[config.mk]
export PLATFORM = sky130hd
export DESIGN_NAME = alu_exec
export DESIGN_NICKNAME = d
export VERILOG_FILES = /design/src/rtl/alu_exec.sv
export SDC_FILE = /design/constraint.sdc
export NUM_CORES = 1
export LEC_CHECK = 0
export ABC_AREA = 1
export BUFFER_PORTS_ARGS = -buffer_cell sky130_fd_sc_hd__buf_4
export CORE_MARGIN = 1
export CORE_UTILIZATION = 38
export CTS_CLUSTER_SIZE = 10
export DETAILED_ROUTE_END_ITERATION = 8
export GPL_ROUTABILITY_DRIVEN = 0
export PLACE_DENSITY = 0.61
export REMOVE_ABC_BUFFERS = 1
export SLEW_MARGIN = 20
export SYNTH_ARGS = -nofsm -noshare
export SYNTH_HDL_FRONTEND = slang
export SYNTH_SLANG_ARGS = --single-unit
export TNS_END_PERCENT = 10
[constraint.sdc]
create_clock -name clk -period 4.12 [get_ports clk]
set_input_delay 0.412 -clock clk [delete_from_list [all_inputs] [get_ports clk]]
set_output_delay 0.412 -clock clk [all_outputs]
set_load 0.005 [all_outputs]
[src/rtl/alu_exec.sv]
// alu_exec: single-issue 32-bit ALU with a valid/ready handshake on both sides.
// Most operations finish on the accept edge. SLL/SRL are serial: one bit per
// cycle, so a shift by N takes N cycles. Results stay held until consumed.
module alu_exec (
  input  logic        clk,
  input  logic        reset,
  input  logic        in_valid,
  output logic        in_ready,
  input  logic [3:0]  ALU_control,
  input  logic [31:0] a,
  input  logic [31:0] b,
  output logic        out_valid,
  input  logic        out_ready,
  output logic [31:0] result,
  output logic        zero,
  output logic        illegal
);

  typedef enum logic [1:0] {
    IDLE  = 2'd0,
    SHIFT = 2'd1,
    DONE  = 2'd2
  } state_t;

  localparam logic [3:0] OP_ADD   = 4'b0000;
  localparam logic [3:0] OP_SUB   = 4'b0001;
  localparam logic [3:0] OP_AND   = 4'b0010;
  localparam logic [3:0] OP_OR    = 4'b0011;
  localparam logic [3:0] OP_XOR   = 4'b0100;
  localparam logic [3:0] OP_SLL   = 4'b0101;
  localparam logic [3:0] OP_SRL   = 4'b0110;
  localparam logic [3:0] OP_ADDR  = 4'b1000;
  localparam logic [3:0] OP_BCMP  = 4'b1001;
  localparam logic [3:0] OP_SLT   = 4'b1100;
  localparam logic [3:0] OP_SLTU  = 4'b1101;

  state_t      state;
  logic [31:0] work;        // shift working register, separate from result
  logic [4:0]  cnt;         // remaining single-bit shift steps
  logic        shift_left;  // direction of the shift in flight

  logic [31:0] op_result;
  logic        op_illegal;
  logic        op_is_shift;
  logic [4:0]  shamt;
  logic [31:0] work_next;

  assign shamt = b[4:0];

  // Single-cycle datapath evaluated on the operands presented at accept time
  // NOTE: every output of a combinational block gets a default first, so no path leaves it unassigned and no latch is inferred.
  always_comb begin
    op_result   = '0;
    op_illegal  = 1'b0;
    op_is_shift = 1'b0;
    case (ALU_control)
      OP_ADD, OP_ADDR: op_result = a + b;
      OP_SUB, OP_BCMP: op_result = a - b;
      OP_AND:          op_result = a & b;
      OP_OR:           op_result = a | b;
      OP_XOR:          op_result = a ^ b;
      OP_SLL, OP_SRL: begin
        // A zero shift amount completes immediately with the operand unchanged
        op_result   = a;
        op_is_shift = (shamt != 5'd0);
      end
      OP_SLT:          op_result = {31'd0, $signed(a) < $signed(b)};
      OP_SLTU:         op_result = {31'd0, a < b};
      default:         op_illegal = 1'b1;
    endcase
  end

  // One-bit step of the serial shifter
  always_comb begin
    work_next = shift_left ? {work[30:0], 1'b0} : {1'b0, work[31:1]};
  end

  // Control FSM with registered handshake flags and result registers
  // NOTE: sequential state uses non-blocking assignments so every register samples pre-edge values, independent of statement order.
  always_ff @(posedge clk) begin
    if (reset) begin
      // NOTE: the shift working register is reset too; it is a handful of flops, not a memory, and a clean value keeps simulation X-free.
      state      <= IDLE;
      in_ready   <= 1'b1;
      out_valid  <= 1'b0;
      result     <= '0;
      zero       <= 1'b0;
      illegal    <= 1'b0;
      work       <= '0;
      cnt        <= '0;
      shift_left <= 1'b0;
    end else begin
      case (state)
        IDLE: begin
          if (in_valid) begin
            in_ready <= 1'b0;
            if (op_is_shift) begin
              work       <= a;
              cnt        <= shamt;
              shift_left <= (ALU_control == OP_SLL);
              state      <= SHIFT;
            end else begin
              result    <= op_result;
              zero      <= (op_result == '0);
              illegal   <= op_illegal;
              out_valid <= 1'b1;
              state     <= DONE;
            end
          end
        end
        SHIFT: begin
          work <= work_next;
          cnt  <= cnt - 5'd1;
          if (cnt == 5'd1) begin
            result    <= work_next;
            zero      <= (work_next == '0);
            illegal   <= 1'b0;
            out_valid <= 1'b1;
            state     <= DONE;
          end
        end
        DONE: begin
          // Returning to IDLE here means no new accept on the handshake edge
          if (out_ready) begin
            out_valid <= 1'b0;
            in_ready  <= 1'b1;
            state     <= IDLE;
          end
        end
        default: begin
          state     <= IDLE;
          in_ready  <= 1'b1;
          out_valid <= 1'b0;
        end
      endcase
    end
  end

endmodule

==> flow_summary.toml <==
[route]
vias = 12900
drc_errors = 0
drt-initial-drc-count = 1591
vias_per_cell = 5.60
drt-total-wl_um = 42800
dr.pass1.iters = 8
routedWlPerCell_um = 18.6
ant_nets = 0

[clock_tree]
clock_sinks = 76
cts_buffers = 9
clkTransAtPathRegs_ns = 0.07
cts_tree = "built"
cts_resized = 0
clock_latency_ns = 0.35
postCtsSetupRepairBufs = 0
ctsLongestPathBuffers = 2
h-tree-depth = 3
clockRootBuffer = "clkbuf_16"
cts_hold_buf = 0

[final_layout]
final_cells = 2301
layout_common_cells = "nand2_1 (530), inv_1 (310), nor2_1 (182), o21ai_0 (169), nand3_1 (141)"
fin_nets = 2144
antenna_cells = 0
syn_to_final_growth_pct = 12.9
fillers = 2996
layout_commonest_cell = "nand2_1"
layout-drive-gt1-share_pct = 9.29
fin_area_sq_um = 11800

[sta]
setup_ws_ns = 1.11
setup_tns_ns = 0
fin_crit_ns = 3.01
drv_slew = 0
skew_ns = 0.00815
worst_slew_pin_slew_ns = 0.961
rsz0062_at_grt = "no"
hold_viol_final = 0
timing.fmax_mhz = 332
timing.slew.headroom_pct = 35.9
setup_viol = 0
finalCritPeriodShare_pct = 73.2

[pwr]
swShare_pct = 46.4
p_sw_uw = 1800
pwr-share-comb_pct = 51.3
clkPwrFrac_pct = 21.1
powerDensity_nw_per_um2 = 329
total_power_uw = 3880
p_seq_share_pct = 27.6
p_int_uw = 2080
leakagePower_uw = 0.00620
irDropWorstVdd_mv = 0.204

[global_route]
grt_pass1_wl_um = 66000
grt_max_degree = 59
grt_pass1_vias = 11900
grt_usage_pct = 30.1
antenna_found_initial = 0
grt_overflow = 0

[synth]
synth_cell_types = 40
ys_top_cells_by_area = "nand2_1 (19%), dfxtp_1 (15%), ha_1 (14%)"
ys_ff_latch = 76
ys.flop_type = "dfxtp_1"
yosys.area.top_type = "nand2_1"
yosys_warnings = 0
netlist.area_leader.share_pct = 19.1
synth.avg_cell_area_sq_um = 5.54
async_flop_share_pct = 0
netlist_instances = 1889
syn-cell-area_sq_um = 10500
synth_seq_area_share_pct = 14.5
synth_edf_count = 0

[critical_path]
end_kind = "flop"
r2r_setup_slack_ns = 1.61
worstReg2RegEnd = "zero"
reg2reg_depth = 7
required_ns = 4.41
worstPathArrival_ns = 3.30
crit_fanout = 5
path_class = "input port to flop"
r2r_start = "shift_left"
start_kind = "input port"

[run_status]
status = "complete, no violations"

[floorplan]
design.core.area_sq_um = 27000
io_pins = 108
fp.dieW_um = 168
rows = 60
die_area_sq_um = 28200
die_h_um = 168
initial_utilization_pct = 38.8

[place]
pre_cts_slack_ns = 0.874
dp_hpwl_um = 34100
dpl.cell_count = 2285
port-buffer-count = 107
place_area_sq_um = 11500

[min_path]
holdCritStartpoint = "reset"
min_to = "work[1]"
hold_path_class = "input port to flop"
hold_path_depth = 2

[flow_run]
drv_cap = 0
## area by class of cell
class / instances / area [sq um] / share of cell area (%)
clock inverter: 4 / 30.0 / 0.254
multi-input combinational: 1422 / 7410 / 62.7
clock buffer: 12 / 267 / 2.26
sequential: 76 / 1520 / 12.9
timing repair buffer: 128 / 961 / 8.14
tap: 341 / 427 / 3.61
inverter: 318 / 1190 / 10.1
## kinds of logic (layout without fill, tap and decap cells)
| group | Yosys count | count (layout) | share of synthesized area, % |
|---|---|---|---|
| and+or+nand+nor | 917 | 917 | 36.0 |
| buffers and inverters | 391 | 462 | 14.7 |
| adders and majority gates | 117 | 117 | 14.1 |
| DFF | 76 | 76 | 14.5 |
| AOI/OAI and AO/OA | 388 | 388 | 20.6 |
## Yosys cell counts, types with 6 or more instances
cell type and n:
nor4_1 6, a21oi_1 96, o22ai_1 43, nand3_1 141, a31oi_1 43, o21ai_0 169, clkbuf_1 34, inv_1 311
nor3_1 10, buf_4 7, nand4_1 14, or2_2 19, nand2_1 531, ha_1 115, o21bai_1 11, nor2_1 183
buf_2 24, dfxtp_1 76
## sequential cells by signal (all words and copies together) (netlist names)
name / cells
cnt: 5
state: 2
zero: 1
shift_left: 1
out_valid: 1
in_ready: 1
work: 32
illegal: 1
result: 32
## worst max-delay path: stages
cell and delay [ns]:
buf_4 0.11, ha_1 0.25, inv_1 0.10, fa_1 0.40, inv_1 0.09, nand2_1 0.07, nand2_1 0.07, nand2_1 0.12
o21ai_2 0.30, nand2_1 0.13, nand2_1 0.12, nand2_1 0.06, nand3_1 0.10, nand2_1 0.07, nor2_1 0.13, nand2_1 0.09
nor2_1 0.17, nand3_1 0.16, nor2_1 0.13, nand2_1 0.08, a21oi_2 0.12
## routing by layer
metal / track usage [%] / vias to the layer above / share of wire (%)
met5: 0 / - / 0
met1: 39.5 / 5877 / 42
met2: 47.8 / 676 / 43
met3: 4.84 / 117 / 10
met4: 14.8 / 0 / 4.5
li1: - / 6212 / -
## through the flow
| step | hold WS [ns] | util, % |
|---|---|---|
| after floorplan | 0.438 | - |
| after global placement | 0.454 | 42.7 |
| after detailed placement | 0.458 | 42.7 |
| after CTS | 0.301 | 43.8 |
| after global routing | 0.310 | 43.8 |
| final | 0.314 | 43.8 |
## worst max-delay path by stage
stage              from   end  slack [ns]  cells past startpoint
2_1_floorplan  state[1]  zero       -0.91                      9
3_3_place_gp       b[0]  zero        0.80                     21
3_5_place_dp       b[0]  zero        0.87                     21
6_report           b[0]  zero        1.11                     21
4_1_cts            b[0]  zero        1.22                     21
5_1_grt            b[0]  zero        0.94                     21
## power by group through the flow
stage               logic, uW  clock network (uW)  registers, uW
finish                   1990                 819           1070
global route             2190                 857           1090
CTS                      1950                 831           1070
detailed placement       1940                   0           1080
global placement         1930                   0           1080
floorplan                1130                   0           1050
No activity file was read; power rests on OpenSTA's default activity.
